<file path="src/rtl/hood_mode_scheduler.sv">
`default_nettype none
// ============================================================================
// Module  : hood_mode_scheduler
// Purpose : Central mode scheduler for the exhaust hood. It owns
//           current_mode and consumes one-cycle toggle pulses from the
//           first/second/third mode controllers. It enforces these rules:
//             - hurricane (THIRD) may be entered only once per reset;
//             - THIRD falls back to SECOND after a timed run;
//             - leaving THIRD early passes through a timed fan COOLDOWN.
// Ports   : clk, rst (async, active-high)
//           tick               - 1 Hz enable pulse, one clk wide
//           first/second/third_mode_toggle, stand_request - request pulses
//           current_mode       - mode encoding (COOLDOWN reports SECOND)
//           remaining          - seconds left in THIRD/COOLDOWN, else 0
//           cooldown_active    - high while in COOLDOWN
//           hurricane_used     - sticky, set on the first THIRD entry
//           third_denied       - one-cycle pulse after a refused THIRD request
// Revision: 1.0 - initial release
// ============================================================================

`ifndef MODE_WIDTH
`define MODE_WIDTH 2
`endif
`ifndef STAND_MODE
`define STAND_MODE 2'd0
`endif
`ifndef FIRST_MODE
`define FIRST_MODE 2'd1
`endif
`ifndef SECOND_MODE
`define SECOND_MODE 2'd2
`endif
`ifndef THIRD_MODE
`define THIRD_MODE 2'd3
`endif

module hood_mode_scheduler #(
  parameter int THIRD_SECONDS    = 60,
  parameter int COOLDOWN_SECONDS = 60,
  parameter int CNT_WIDTH        = 8
) (
  input  logic                   clk,
  input  logic                   rst,
  input  logic                   tick,
  input  logic                   first_mode_toggle,
  input  logic                   second_mode_toggle,
  input  logic                   third_mode_toggle,
  input  logic                   stand_request,
  output logic [`MODE_WIDTH-1:0] current_mode,
  output logic [CNT_WIDTH-1:0]   remaining,
  output logic                   cooldown_active,
  output logic                   hurricane_used,
  output logic                   third_denied
);

  localparam logic [CNT_WIDTH-1:0] C_THIRD_LOAD    = CNT_WIDTH'(THIRD_SECONDS);
  localparam logic [CNT_WIDTH-1:0] C_COOLDOWN_LOAD = CNT_WIDTH'(COOLDOWN_SECONDS);
  localparam logic [CNT_WIDTH-1:0] C_ONE           = CNT_WIDTH'(1);

  typedef enum logic [2:0] {
    ST_STAND    = 3'd0,
    ST_FIRST    = 3'd1,
    ST_SECOND   = 3'd2,
    ST_THIRD    = 3'd3,
    ST_COOLDOWN = 3'd4
  } state_t;

  state_t                   state_q, state_d;
  logic [CNT_WIDTH-1:0]     remaining_q, remaining_d;
  logic                     hurricane_used_q, hurricane_used_d;
  logic                     third_denied_q, third_denied_d;
  logic [`MODE_WIDTH-1:0]   current_mode_q, current_mode_d;
  logic                     cooldown_active_q, cooldown_active_d;

  logic                     third_legal;
  logic                     third_illegal;
  // Expiry is the tick that sees the last second; <= also covers a
  // degenerate zero-length load so the timer can never wrap.
  logic                     timer_expire;

  always_comb begin
    third_legal   = third_mode_toggle & ~hurricane_used_q;
    third_illegal = third_mode_toggle &  hurricane_used_q;
    timer_expire  = tick & (remaining_q <= C_ONE);

    state_d          = state_q;
    remaining_d      = remaining_q;
    hurricane_used_d = hurricane_used_q;
    third_denied_d   = 1'b0;

    case (state_q)
      ST_STAND: begin
        remaining_d = '0;
        // stand_request has nothing to do here, so third is the top request.
        if (third_legal) begin
          state_d          = ST_THIRD;
          remaining_d      = C_THIRD_LOAD;
          hurricane_used_d = 1'b1;
        end else begin
          // A refused third request falls through to lower priorities.
          third_denied_d = third_illegal;
          if (second_mode_toggle) begin
            state_d = ST_SECOND;
          end else if (first_mode_toggle) begin
            state_d = ST_FIRST;
          end
        end
      end

      ST_FIRST: begin
        remaining_d = '0;
        if (stand_request) begin
          state_d = ST_STAND;
        end else if (third_legal) begin
          state_d          = ST_THIRD;
          remaining_d      = C_THIRD_LOAD;
          hurricane_used_d = 1'b1;
        end else begin
          third_denied_d = third_illegal;
          if (second_mode_toggle) begin
            state_d = ST_SECOND;
          end else if (first_mode_toggle) begin
            state_d = ST_STAND;
          end
        end
      end

      ST_SECOND: begin
        remaining_d = '0;
        if (stand_request) begin
          state_d = ST_STAND;
        end else if (third_legal) begin
          state_d          = ST_THIRD;
          remaining_d      = C_THIRD_LOAD;
          hurricane_used_d = 1'b1;
        end else begin
          third_denied_d = third_illegal;
          if (second_mode_toggle) begin
            state_d = ST_STAND;
          end else if (first_mode_toggle) begin
            state_d = ST_FIRST;
          end
        end
      end

      ST_THIRD: begin
        // An explicit exit request beats a simultaneous expiry tick.
        if (stand_request || third_mode_toggle) begin
          state_d     = ST_COOLDOWN;
          remaining_d = C_COOLDOWN_LOAD;
        end else if (timer_expire) begin
          state_d     = ST_SECOND;
          remaining_d = '0;
        end else if (tick) begin
          remaining_d = remaining_q - C_ONE;
        end
      end

      ST_COOLDOWN: begin
        // All requests ignored; no denial pulses while the fan winds down.
        if (timer_expire) begin
          state_d     = ST_STAND;
          remaining_d = '0;
        end else if (tick) begin
          remaining_d = remaining_q - C_ONE;
        end
      end

      default: begin
        state_d     = ST_STAND;
        remaining_d = '0;
      end
    endcase

    // Outputs are registered from the next state so they line up with it.
    case (state_d)
      ST_FIRST:    current_mode_d = `FIRST_MODE;
      ST_SECOND:   current_mode_d = `SECOND_MODE;
      ST_THIRD:    current_mode_d = `THIRD_MODE;
      ST_COOLDOWN: current_mode_d = `SECOND_MODE; // fan still running
      default:     current_mode_d = `STAND_MODE;
    endcase
    cooldown_active_d = (state_d == ST_COOLDOWN);
  end

  always_ff @(posedge clk or posedge rst) begin
    if (rst) begin
      state_q           <= ST_STAND;
      remaining_q       <= '0;
      hurricane_used_q  <= 1'b0;
      third_denied_q    <= 1'b0;
      current_mode_q    <= `STAND_MODE;
      cooldown_active_q <= 1'b0;
    end else begin
      state_q           <= state_d;
      remaining_q       <= remaining_d;
      hurricane_used_q  <= hurricane_used_d;
      third_denied_q    <= third_denied_d;
      current_mode_q    <= current_mode_d;
      cooldown_active_q <= cooldown_active_d;
    end
  end

  assign current_mode    = current_mode_q;
  assign remaining       = remaining_q;
  assign cooldown_active = cooldown_active_q;
  assign hurricane_used  = hurricane_used_q;
  assign third_denied    = third_denied_q;

endmodule

`default_nettype wire

</file>
<file path="config.mk">
export PLATFORM = sky130hd
export DESIGN_NAME = hood_mode_scheduler
export DESIGN_NICKNAME = d
export VERILOG_FILES = /design/src/rtl/hood_mode_scheduler.sv
export SDC_FILE = /design/constraint.sdc
export NUM_CORES = 1
export LEC_CHECK = 0
export ABC_AREA = 0
export BUFFER_PORTS_ARGS = -buffer_cell sky130_fd_sc_hd__buf_2
export CORE_UTILIZATION = 46
export CTS_CLUSTER_SIZE = 20
export DETAILED_ROUTE_END_ITERATION = 8
export PLACE_DENSITY = 0.72
export SLEW_MARGIN = 15
export SYNTH_ARGS = -nofsm -noshare
export SYNTH_HDL_FRONTEND = slang
export SYNTH_SLANG_ARGS = --single-unit
</file>
<file path="constraint.sdc">
create_clock -name clk -period 1.7 [get_ports clk]
set_input_delay 0.17 -clock clk [delete_from_list [all_inputs] [get_ports clk]]
set_output_delay 0.17 -clock clk [all_outputs]
set_load 0.005 [all_outputs]
</file>
==> flow_summary.json, run 1 <==
{
  "routed_wirelength_um": 1650,
  "antenna_cells": 0,
  "syn-instance-count": 90,
  "drt-initial-drc-count": 12,
  "powerDensity_nw_per_um2": 1350,
  "status": "finished clean",
  "grt_pass1_vias": 682,
  "synthTopCellsByCount": "dfrtp_1, nor2_1, nand2_1",
  "r2r-end": "current_mode[1]",
  "reg2reg_slack_ns": 0.06,
  "yosys.area.top_type": "dfrtp_1",
  "r2r_start": "remaining[6]",
  "grt_max_degree": 17,
  "grt_pass1_wl_um": 2810,
  "p_leak_nw": 0.535,
  "synth_cell_type_count": 31,
  "yosysWarnings": 0,
  "crit_fanout": 4,
  "synth-simple-area-share_pct": 23.9,
  "holdCritStartpoint": "tick",
  "die-area_um2": 2070,
  "setup_violations": 0,
  "drive_above_1_share_pct": 31.1,
  "wl_per_cell_um": 11.5,
  "holdPathEnd": "remaining[1]",
  "critPathKind": "flip-flop to flip-flop",
  "hold_path_class": "input port to flip-flop",
  "synth_compound_area_share_pct": 17.2,
  "syn_area_um2": 871,
  "synthMuxAreaShare_pct": 0,
  "critPathCaptureType": "flip-flop",
  "drv_slew": 0,
  "yosys.cell_count.top_type": "dfrtp_1",
  "synth_edf_count": 0,
  "pin_count": 20,
  "start_util_pct": 49.9,
  "die_x_um": 45.5,
  "max_freq_ghz": 0.611,
  "ir_worst_vdd_uv": 694,
  "overflow": 0,
  "arrival_ns": 1.81,
  "first_pass_iters": 4,
  "synth_top_area_share_pct": 46.0,
  "synth-xor-area-share_pct": 7.04,
  "gp_congestion": 0.791,
  "synth.yosys.seq_area_share_pct": 46.0,
  "syn_to_final_growth_pct": 25.4,
  "worstRegToRegCells": 4,
  "cts_tree": "yes",
  "vias_per_cell": 5.19,
  "avgSynthCellArea_um2": 9.68,
  "final_nets": 129,
  "final.min_clock_period_ns": 1.64,
  "skew_ns": 0.000733,
  "grtUsageTotal_pct": 19.1,
  "die_h_um": 45.5,
  "io_buffers": 19,
  "ys_top_cells_by_area": "dfrtp_1, nor2_1, xnor2_1",
  "critPathRequiredTime_ns": 1.88,
  "cts_made_buffers": 3,
  "cap_viol_max_count": 0,
  "min_path_cells": 2,
  "drc": 0,
  "synthArstFlopShare_pct": 100,
  "core_area_um2": 1750,
  "crit_path_start_kind": "flip-flop",
  "maxSlewHeadroom_pct": 61.7,
  "rsz0062_at_grt": "true",
  "synthAdderAreaFrac_pct": 2.87,
  "final.fill_count": 147,
  "cts.sinks": 16,
  "clk_latency_ns": 0.28,
  "path_clk_slew_ns": 0.09,
  "postCtsSetupBuffers": 0,
  "fp-row-count": 15,
  "hold_violations": 0,
  "antenna_found_initial": 0,
  "worstMarginPinSlew_ns": 0.573,
  "ys_seq_elements": 16,
  "synth_top_family_by_area": "simple AND/OR/NAND/NOR gates",
  "ys.flop_type": "dfrtp_1",
  "hpwlAfterDp_um": 1290,
  "ant_nets": 0,
  "total_power_mw": 1.47,
  "cts_root_buf": "clkbuf_4",
  "h-tree-depth": 1,
  "finalCritPeriodShare_pct": 96.2,
  "via_count": 748,
  "syn-num-nets": 99,
  "setup_tns_ns": 0,
  "ctsLongestPathBuffers": 2
}
layer usage:
metal  routed length, µm  up-vias  GRT usage [%]
met5                   0        -              0
met4                  22        0           9.09
met3                  47        4           2.38
met2                 770       17           30.6
met1                 810      349           25.5
li1                    -      378              -
registers in the layout, summed over array words and instances, names as in the netlist:
signal and count:
remaining 8, hurricane_used 1, cooldown_active 1, state_q 3
third_denied 1, current_mode 2
final cells by class:
class                      count  area (µm²)  area share, %
clock buffer                   4        36.3           3.32
inverter                       4        15.0           1.37
multi-input combinational     67         444           40.7
sequential                    16         400           36.7
tap                           25        31.3           2.86
timing repair buffer          28         165           15.1
cell families after synthesis:
group | Yosys count
simple gates | 38
compound gates | 20
flops | 16
xor+xnor | 7
buf+inv | 7
fa+ha+maj | 2
per-stage QoR:
| step | cell area (µm²) | util (%) | cells | hold slack (ns) | setup WS (ns) |
|---|---|---|---|---|---|
| 6_report | 1090 | 62.6 | 144 | 0.151 | 0.0643 |
| 5_1_grt | 1090 | 62.6 | 144 | 0.164 | -0.0413 |
| 4_1_cts | 1090 | 62.6 | 144 | 0.142 | 0.0472 |
| 3_5_place_dp | 1050 | 59.9 | 139 | 0.262 | 0.0119 |
| 3_3_place_gp | 1050 | 59.9 | 139 | 0.251 | 0.0353 |
| 2_1_floorplan | 871 | - | 90 | 0.0837 | -0.0259 |
where the power goes:
part	internal (mW)	leakage (nW)	switching [mW]
clock network	0.130	0.0210	0.120
registers	0.469	0.210	0.0783
logic	0.353	0.304	0.324
total	0.953	0.535	0.522
critical path: stages, from the launching register on:
cell	delay, ns
dfrtp_1	0.38
or4_4	0.56
nor4_4	0.23
o32ai_2	0.13
a211o_1	0.23
repair_timing:
item,in CTS,in global routing
gates resized for setup,0,0
setup endpoints to repair,1,4
gates cloned,0,0
hold buffers,1,0
endpoints found under the hold margin,16,0
pin swaps,1,0
cell usage in the layout (no fill, tap or decap), types with 4 or more instances in the layout:
master	netlist	routed
buf_2	0	19
buf_4	0	8
dfrtp_1	16	16
inv_1	4	4
nand2_1	6	6
nor2_1	15	15
o21ai_1	4	4
xnor2_1	4	4
how the worst max path moves through the flow:
stage	start	to	slack [ns]	cells after the start
6_report	remaining[6]	current_mode[1]	0.06	4
5_1_grt	remaining[6]	current_mode[1]	-0.04	4
4_1_cts	remaining[6]	current_mode[1]	0.05	4
3_5_place_dp	remaining[6]	current_mode[1]	0.01	4
3_3_place_gp	remaining[6]	current_mode[1]	0.04	4
2_1_floorplan	remaining[6]	current_mode[1]	-0.03	4
Power figures use the tool's default switching activity.
==> run 2: changes to the inputs <==
Settings changed: ABC_AREA 0 to 1, CORE_UTILIZATION 46 to 47, PLACE_DENSITY 0.72 to 0.74.
==> run 2 against run 1 <==
Against the previous run: sequential power about the same; largest power group unchanged; combinational power down 15%; critical path depth up 4.
==> flow_summary.json, run 2 <==
{
  "start_util_pct": 51.0,
  "layout.cells.non_filler": 175,
  "cts_resized": 0,
  "path_common_cell": "nand2_1",
  "path_clk_slew_ns": 0.09,
  "worstMarginPinSlew_ns": 0.599,
  "cts_made_buffers": 3,
  "first_pass_iters": 4,
  "critPathMaxStageDelay_ns": 0.42,
  "avgSynthCellArea_um2": 7.08,
  "syn-num-nets": 136,
  "layout_common_cells": "nand2_1, inv_1, nor2_1",
  "yosys.cell_count.top_type": "nand2_1",
  "hpwlAfterDp_um": 1430,
  "drt-initial-drc-count": 28,
  "postCtsSetupBuffers": 0,
  "routed_wirelength_um": 1820,
  "rsz0062_at_grt": "false",
  "drc": 0,
  "cts_tree": "yes",
  "synth_top_area_share_pct": 44.5,
  "cts_root_buf": "clkbuf_4",
  "syn_to_final_growth_pct": 17.7,
  "setup_tns_ns": 0,
  "ctsLongestPathBuffers": 2,
  "h-tree-depth": 1,
  "cap_viol_max_count": 0,
  "via_count": 822,
  "setup_violations": 0,
  "grt_pass1_wl_um": 2950,
  "clk_latency_ns": 0.29,
  "critPathTopFamily": "flip-flops",
  "skew_ns": 0.0101,
  "status": "finished clean",
  "largest_reg_flops": 8,
  "critPathKind": "flip-flop to flip-flop",
  "place_inst": 171,
  "grt_max_degree": 17,
  "ant_nets": 0,
  "maxSlewHeadroom_pct": 60.0,
  "drv_slew": 0,
  "critPathCaptureType": "flip-flop",
  "arrival_ns": 1.69,
  "die_x_um": 45.8,
  "holdCritStartpoint": "third_mode_toggle",
  "total_power_mw": 1.32,
  "crit_path_start_kind": "flip-flop",
  "overflow": 0,
  "crit_fanout": 7,
  "grtUsageTotal_pct": 20.2,
  "hold_path_class": "input port to flip-flop",
  "r2r_start": "remaining[0]",
  "antenna_found_initial": 0,
  "synth.yosys.seq_area_share_pct": 44.5,
  "die-area_um2": 2090,
  "max_freq_ghz": 0.684,
  "yosysWarnings": 0,
  "wl_per_cell_um": 10.4,
  "final_common_cell": "nand2_1",
  "critPathLaunch": "remaining[0]",
  "core_area_um2": 1760,
  "ys_top_cells_by_area": "dfrtp_1, nand2_1, inv_1",
  "grt_pass1_vias": 724,
  "io_buffers": 19,
  "vias_per_cell": 4.70,
  "cts.sinks": 16,
  "final_nets": 161,
  "ys.flop_type": "dfrtp_1",
  "syn-instance-count": 127,
  "powerDensity_nw_per_um2": 1250,
  "drive_above_1_share_pct": 16.7,
  "path_cells": "inv_1, ha_1, o21a_1, nand2_1, nand2_1, o21ai_0, nand2_1, nand2_1",
  "synth_cell_type_count": 19,
  "hold_violations": 0,
  "die_h_um": 45.8,
  "p_leak_nw": 0.644,
  "finalCritPeriodShare_pct": 86.0,
  "yosys.area.top_type": "dfrtp_1",
  "whs_ns": 0.164,
  "synth_edf_count": 0,
  "gp_congestion": 0.874,
  "synthArstFlopShare_pct": 100,
  "crit_buf_inv": 1,
  "critPathRequiredTime_ns": 1.93,
  "fp-row-count": 15,
  "cp_slowest_cell": "dfrtp_1",
  "pin_count": 20,
  "syn_area_um2": 900,
  "final.fill_count": 182,
  "ir_worst_vdd_uv": 698,
  "final.min_clock_period_ns": 1.46,
  "synthTopCellsByCount": "nand2_1, inv_1, nor2_1",
  "ys_seq_elements": 16,
  "antenna_cells": 0
}
## run 2: cell count changes in the layout (fill, tap and decap cells not counted), moves of 3 or more
cell and delta:
buf_4 -8, inv_1 +20, nand2_1 +28, nand2b_1 -3, nand3_1 +5, nor2_1 +5, o21ai_0 +4, o21ai_1 -3
o32ai_1 -3, xnor2_1 -4
## run 2: final cells by class
class	count	area, µm²	share of cell area, %
Multi-Input combinational cell	87	409	38.7
Sequential cell	16	400	37.8
Timing Repair Buffer	20	105	9.93
Inverter	24	90.1	8.51
Tap cell	25	31.3	2.96
Clock buffer	3	22.5	2.13
## run 2: stage by stage
step	area [µm²]	utilization (%)	worst slack [ns]
final	1060	60.0	0.237
after global routing	1060	60.0	0.108
after CTS	1060	60.0	0.245
after detailed placement	1030	58.2	0.268
after global placement	1030	58.2	0.324
after floorplan	900	-	0.386
## run 2: path summary, 6_finish.rpt
kind                              endpoint  slack, ns  cells past startpoint
min in group asynchronous     remaining[6]       0.49                      3
max in group asynchronous  current_mode[1]       0.81                      3
max                           remaining[4]       0.24                      8
min reg2reg                 hurricane_used       0.56                      2
max reg2reg                   remaining[4]       0.24                      8
min                         hurricane_used       0.16                      3
## run 2: cells by family (layout without fill, tap and decap cells)
logic type / count (synthesis) / after routing / share of synthesized area (%)
AOI/OAI and AO/OA: 14 / 14 / 9.04
xor gates and xnor gates: 2 / 2 / 1.95
and+or+nand+nor: 69 / 69 / 31.7
buffers and inverters: 24 / 47 / 10.0
DFF: 16 / 16 / 44.5
adders and majority gates: 2 / 2 / 2.78
## run 2: tightest hold or removal path: cells and delay by family
| kind | cells | cell delay [ns] |
|---|---|---|
| buf+inv | 1 | 0.11 |
| simple gates | 2 | 0.13 |
## run 2: power breakdown
part           switching [mW]  internal, mW  total, mW
logic                   0.345         0.233      0.579
clock network           0.111        0.0823      0.193
registers              0.0732         0.475      0.548
## run 2: timing repair
action | CTS | global route
hold buffers | 1 | 0
endpoints found under the hold margin | 16 | 0
endpoints found under the setup margin | 0 | 0
## run 2: routing by layer
metal,share of wire [%],track usage (%),vias up
met5,0,0,-
met4,1.9,8.82,0
met3,3.2,4.76,5
met2,47,30.9,17
met1,48,27.1,362
li1,-,-,438
